### config.mk
export PLATFORM = sky130hd
export DESIGN_NAME = mvm_result_requant_pack
export DESIGN_NICKNAME = d
export VERILOG_FILES = /design/src/rtl/mvm_result_requant_pack.sv
export SDC_FILE = /design/constraint.sdc
export NUM_CORES = 2
export LEC_CHECK = 0
export ABC_AREA = 1
export BUFFER_PORTS_ARGS = -buffer_cell sky130_fd_sc_hd__buf_4
export CAP_MARGIN = 0
export CORE_ASPECT_RATIO = 0.5
export CORE_UTILIZATION = 35
export CTS_BUF_LIST = sky130_fd_sc_hd__clkbuf_8 sky130_fd_sc_hd__clkbuf_16
export DETAILED_ROUTE_END_ITERATION = 10
export SKIP_CTS_REPAIR_TIMING = 1
export SLEW_MARGIN = 25
export SYNTH_ARGS = -nofsm -noshare
export SYNTH_HDL_FRONTEND = slang
export SYNTH_SLANG_ARGS = --single-unit
### constraint.sdc
create_clock -name i_clk -period 13.49 [get_ports i_clk]
set_input_delay 1.349 -clock i_clk [delete_from_list [all_inputs] [get_ports i_clk]]
set_output_delay 1.349 -clock i_clk [all_outputs]
set_load 0.01 [all_outputs]
### src/rtl/mvm_result_requant_pack.sv
`default_nettype none
// mvm_result_requant_pack: requantises MVM sums to int8, packs B lanes per word, buffers words in a FIFO.
// Optional macro MVM_REQUANT_SATCOUNT_EN builds the saturation event counter driving o_sat_count.
// Revision: 1.0
module mvm_result_requant_pack #(
  parameter int S     = 48,
  parameter int N     = 8,
  parameter int B     = 16,
  parameter int DEPTH = 8
) (
  input  logic                i_clk,
  input  logic                i_reset,
  input  logic signed [S-1:0] i_sum,
  input  logic                i_first,
  input  logic                i_last,
  input  logic                i_pause,
  input  logic [5:0]          i_shift,
  output logic [B*N-1:0]      o_data,
  output logic                o_valid,
  input  logic                i_ready,
  output logic                o_first,
  output logic                o_last,
  output logic                o_overflow,
  output logic                o_frame_err,
  output logic [15:0]         o_sat_count
);

  localparam int LW = $clog2(B);
  localparam int AW = $clog2(DEPTH);
  localparam int EW = B*N + 2;
  localparam logic signed [S:0] SAT_MAX = (S+1)'((2**(N-1)) - 1);
  localparam logic signed [S:0] SAT_MIN = -SAT_MAX - (S+1)'(1);

  // Input stage: frame tracking and requantisation
  logic          active;
  logic [5:0]    shift_q;
  logic [LW-1:0] lane_cnt;
  logic          accept;
  logic [5:0]    eff_shift;
  logic [LW-1:0] idx;
  logic          done;
  logic signed [S:0] sum_ext, rnd, rounded, shifted;
  logic [N-1:0]  q;

  always_comb begin
    accept    = !i_pause && (i_first || active);
    eff_shift = i_first ? i_shift : shift_q;
    idx       = i_first ? '0 : lane_cnt;
    done      = (idx == LW'(B-1)) || i_last;
    sum_ext   = {i_sum[S-1], i_sum};
    rnd       = '0;
    // No rounding bias once the shift swallows the whole sum: result is pure sign fill
    if (eff_shift != 6'd0 && int'(eff_shift) < S)
      rnd = (S+1)'(1) <<< (eff_shift - 6'd1);
    rounded   = sum_ext + rnd;
    shifted   = rounded >>> eff_shift;
    q         = shifted[N-1:0];
    if (shifted > SAT_MAX)
      q = SAT_MAX[N-1:0];
    else if (shifted < SAT_MIN)
      q = SAT_MIN[N-1:0];
  end

  logic          s1_valid;
  logic [N-1:0]  s1_lane;
  logic [LW-1:0] s1_idx;
  logic          s1_first;
  logic          s1_last;
  logic          s1_done;

  always_ff @(posedge i_clk) begin
    if (i_reset) begin
      active      <= 1'b0;
      shift_q     <= '0;
      lane_cnt    <= '0;
      o_frame_err <= 1'b0;
      s1_valid    <= 1'b0;
      s1_lane     <= '0;
      s1_idx      <= '0;
      s1_first    <= 1'b0;
      s1_last     <= 1'b0;
      s1_done     <= 1'b0;
    end else begin
      s1_valid <= accept;
      if (accept) begin
        active   <= !i_last;
        shift_q  <= eff_shift;
        lane_cnt <= done ? '0 : idx + LW'(1);
        if (i_first && active)
          o_frame_err <= 1'b1;
        s1_lane  <= q;
        s1_idx   <= idx;
        s1_first <= i_first;
        s1_last  <= i_last;
        s1_done  <= done;
      end
    end
  end

  // Packing stage: lane 0 of a word clears the accumulator, which also drops a discarded partial word
  logic [B*N-1:0] acc_data;
  logic           acc_first;
  logic [B*N-1:0] word;
  logic           word_first;
  logic           wr;

  always_comb begin
    word       = (s1_idx == '0) ? '0 : acc_data;
    word_first = (s1_idx == '0) ? s1_first : acc_first;
    for (int j = 0; j < B; j++)
      if (s1_idx == LW'(j))
        word[j*N +: N] = s1_lane;
    wr = s1_valid && s1_done;
  end

  always_ff @(posedge i_clk) begin
    if (i_reset) begin
      acc_data  <= '0;
      acc_first <= 1'b0;
    end else if (s1_valid) begin
      acc_data  <= word;
      acc_first <= word_first;
    end
  end

  // Output FIFO; the registered head counts toward DEPTH
  logic [EW-1:0] mem [DEPTH];
  logic [AW-1:0] wr_ptr, rd_ptr;
  logic [AW:0]   mem_cnt;
  logic          pop, load, full, push;

  always_comb begin
    pop  = o_valid && i_ready;
    load = (mem_cnt != '0) && (!o_valid || i_ready);
    full = (mem_cnt + (AW+1)'(o_valid)) == (AW+1)'(DEPTH);
    push = wr && (!full || pop);
  end

  always_ff @(posedge i_clk) begin
    if (push)
      mem[wr_ptr] <= {word_first, s1_last, word};
  end

  always_ff @(posedge i_clk) begin
    if (i_reset) begin
      wr_ptr     <= '0;
      rd_ptr     <= '0;
      mem_cnt    <= '0;
      o_valid    <= 1'b0;
      o_data     <= '0;
      o_first    <= 1'b0;
      o_last     <= 1'b0;
      o_overflow <= 1'b0;
    end else begin
      if (push)
        wr_ptr <= wr_ptr + AW'(1);
      if (load)
        rd_ptr <= rd_ptr + AW'(1);
      mem_cnt <= mem_cnt + (AW+1)'(push) - (AW+1)'(load);
      if (wr && full && !pop)
        o_overflow <= 1'b1;
      if (load) begin
        {o_first, o_last, o_data} <= mem[rd_ptr];
        o_valid <= 1'b1;
      end else if (pop) begin
        o_valid <= 1'b0;
      end
    end
  end

`ifdef MVM_REQUANT_SATCOUNT_EN
  logic        sat_hit;
  logic [15:0] sat_cnt;

  assign sat_hit = accept && ((shifted > SAT_MAX) || (shifted < SAT_MIN));

  always_ff @(posedge i_clk) begin
    if (i_reset)
      sat_cnt <= '0;
    else if (sat_hit && sat_cnt != 16'hFFFF)
      sat_cnt <= sat_cnt + 16'd1;
  end

  assign o_sat_count = sat_cnt;
`else
  assign o_sat_count = 16'd0;
`endif

endmodule
`default_nettype wire
==> results.sh <==
export IMPL_synth_avg_cell_area_um2=9.80
export IMPL_worst_skew_pair_late_latency_ps=740
export IMPL_numCtsBuffers=136
export IMPL_worstMarginPinSlew_ps=1070
export IMPL_drc_errors=0
export IMPL_period_share_pct=54.6
export IMPL_leakage_uw=0.0275
export IMPL_vias_per_cell=5.11
export IMPL_crit_type="input port to flop"
export IMPL_port_buffers=192
export IMPL_setup_viol=0
export IMPL_synth_area_leader_cell="edfxtp_1"
export IMPL_clk_pin_slew_ps=60
export IMPL_dieArea_um2=179000
export IMPL_finalWeightedCongestion=0.951
export IMPL_nets=6486
export IMPL_final_common_cell="edfxtp_1"
export IMPL_cts_sinks=1339
export IMPL_synthesis_area_um2=62000
export IMPL_finalHoldViolations=0
export IMPL_met2_usage_pct=31.9
export IMPL_min_delay_start="o_frame_err$_SDFFE_PP0P_"
export IMPL_overflow=0
export IMPL_grt_pass1_vias=42700
export IMPL_use_met1_pct=26.2
export IMPL_busiest_layer="met2"
export IMPL_grt_util_met3_pct=2.29
export IMPL_dr_pass1_iters=8
export IMPL_root_buffer="clkbuf_16"
export IMPL_status="complete, no violations"
export IMPL_cp_end_kind="flop"
export IMPL_finalSetupTns_ps=0
export IMPL_htreeDepth=4
export IMPL_final_cells=8849
export IMPL_clockBufferDepth=3
export IMPL_yosysWarnings=0
export IMPL_grt_max_degree=223
export IMPL_design_core_area_um2=175000
export IMPL_critPathRequiredTime_ps=14100
export IMPL_post_place_cells=8590
export IMPL_initial_utilization_pct=35.5
export IMPL_antenna_left=0
export IMPL_cpPeakStageDelay_ps=460
export IMPL_synth_seq_cells=1339
export IMPL_antenna_found_initial=3
export IMPL_vias=45200
export IMPL_critPathArrivalTime_ps=7980
export IMPL_syn2layout_area_growth_pct=13.1
export IMPL_fmax_mhz=136
export IMPL_totalWireLength_um=173000
export IMPL_synthCells=6330
export IMPL_synthTopCellsByArea="edfxtp_1 (50%), dfxtp_1 (9.7%), o21ai_0 (7.4%)"
export IMPL_power_density_nw_per_um2=164
export IMPL_layout_drive_gt1_share_pct=9.43
export IMPL_dieHeight_um=300
export IMPL_rsz0062_at_grt="no"
export IMPL_ioPinCount=209
export IMPL_grt_pass1_wl_um=262000
export IMPL_seq_area_frac_synth_pct=60.0
export IMPL_cts_tree="yes"
export IMPL_slew_violations=0
export IMPL_netlist_area_leader_share_pct=50.4
export IMPL_cp_max_fo=31
export IMPL_slew_headroom_pct=28.4
export IMPL_worst_hold_path_type="flop to flop"
export IMPL_ys_flop_type="edfxtp_1"
export IMPL_rows=108
export IMPL_cp_common_cell="nand2_1"
export IMPL_cp_startpoint="i_first"
export IMPL_cap_viol_max_count=0
export IMPL_worstReg2RegStart="shift_q[4]$_SDFFE_PP0P_"
export IMPL_most_common_layout_cells="edfxtp_1 (1040), o21ai_0 (918), inv_1 (810)"
export IMPL_grt_use_total_pct=19.0
export IMPL_async_flop_share_pct=0
export IMPL_die_w_um=597
export IMPL_skew_ps=31.6
export IMPL_critPathLaunchType="input port"
export IMPL_ys_types=49
export IMPL_synth_edf_count=1040
export IMPL_fin_crit_ps=7370
export IMPL_drt_iter0_drc=4229
export IMPL_hpwlAfterDp_um=102000
export IMPL_wl_per_cell_um=19.6
export IMPL_vdd_ir_drop_worst_uv=155
export IMPL_slowest_stage="ha_1"
[cell type report]
class	instances	area, µm²
multi-input combinational	3823	20400
fill	16800	105000
antenna	6	15.0
clock buffer	156	3720
inverter	804	3050
timing repair buffer	261	2080
sequential	1339	37200
clock inverter	95	681
tap	2365	2960
[critical path: cells and delay by family]
family	cells	cell delay [ps]
AND/OR/NAND/NOR	27	3630
buffers and inverters	11	2110
adder cells (fa/ha/maj)	1	460
AO/OA/AOI/OAI	3	420
[Yosys cell counts (26+ instances only)]
master,n
o211ai_1,134
nand4_1,37
dfxtp_1,299
clkbuf_1,275
inv_1,772
ha_1,59
o21ai_0,920
inv_2,26
nor2_1,406
buf_2,34
edfxtp_1,1040
nand3_1,513
nand2_1,804
a21oi_1,465
mux2i_1,261
nand3_2,41
buf_1,54
[path summary, 6_finish.rpt]
path	slack, ps	cells past startpoint	end
max	6120	42	s1_lane[4]$_SDFFE_PP0P_
min	460	2	o_frame_err$_SDFFE_PP0P_
max reg2reg	7010	39	s1_lane[4]$_SDFFE_PP0P_
min reg2reg	460	2	o_frame_err$_SDFFE_PP0P_
[metal layers]
| metal | vias up | wire length [µm] |
|---|---|---|
| li1 | 21900 | - |
| met1 | 21900 | 78000 |
| met2 | 1252 | 82100 |
| met3 | 217 | 9770 |
| met4 | 0 | 3460 |
| met5 | - | 0 |
[stage by stage]
step | utilization [%] | power, µW | setup slack, ps | instance area, µm² | hold slack [ps]
final | 40.1 | 11500 | 6120 | 70100 | 458
after CTS | 40.1 | 11600 | 6260 | 70100 | 463
after floorplan | - | 6870 | 5550 | 62100 | 431
after global routing | 40.1 | 12100 | 5490 | 70100 | 491
after detailed placement | 37.6 | 7950 | 5510 | 65700 | 453
after global placement | 37.6 | 7920 | 5500 | 65600 | 449
[logic make-up (layout without fill, tap and decap cells)]
logic type / count (synthesis) / in the layout / synth area share, %
AOI/OAI and AO/OA: 1566 / 1566 / 13.3
xor gates and xnor gates: 17 / 17 / 0.240
adders and majority gates: 61 / 61 / 1.26
buffers and inverters: 1184 / 1316 / 7.35
DFF: 1339 / 1339 / 60.0
muxes: 261 / 261 / 4.21
other: 1 / 23 / 0.00605
and+or+nand+nor: 1901 / 1901 / 13.6
[power by group]
part	switching, µW	internal, µW	total, µW
Combinational	1950	1040	2990
Sequential	182	4660	4840
Clock	1550	2140	3690
[registers in the layout (all words and copies together), names as in the netlist, 3 cells and up]
name,flops
mem_cnt,4
rd_ptr,3
lane_cnt,4
o_data,128
wr_ptr,3
s1_idx,4
s1_lane,8
shift_q,6
acc_data,128
mem,1040
(Power assumes the default switching activity.)
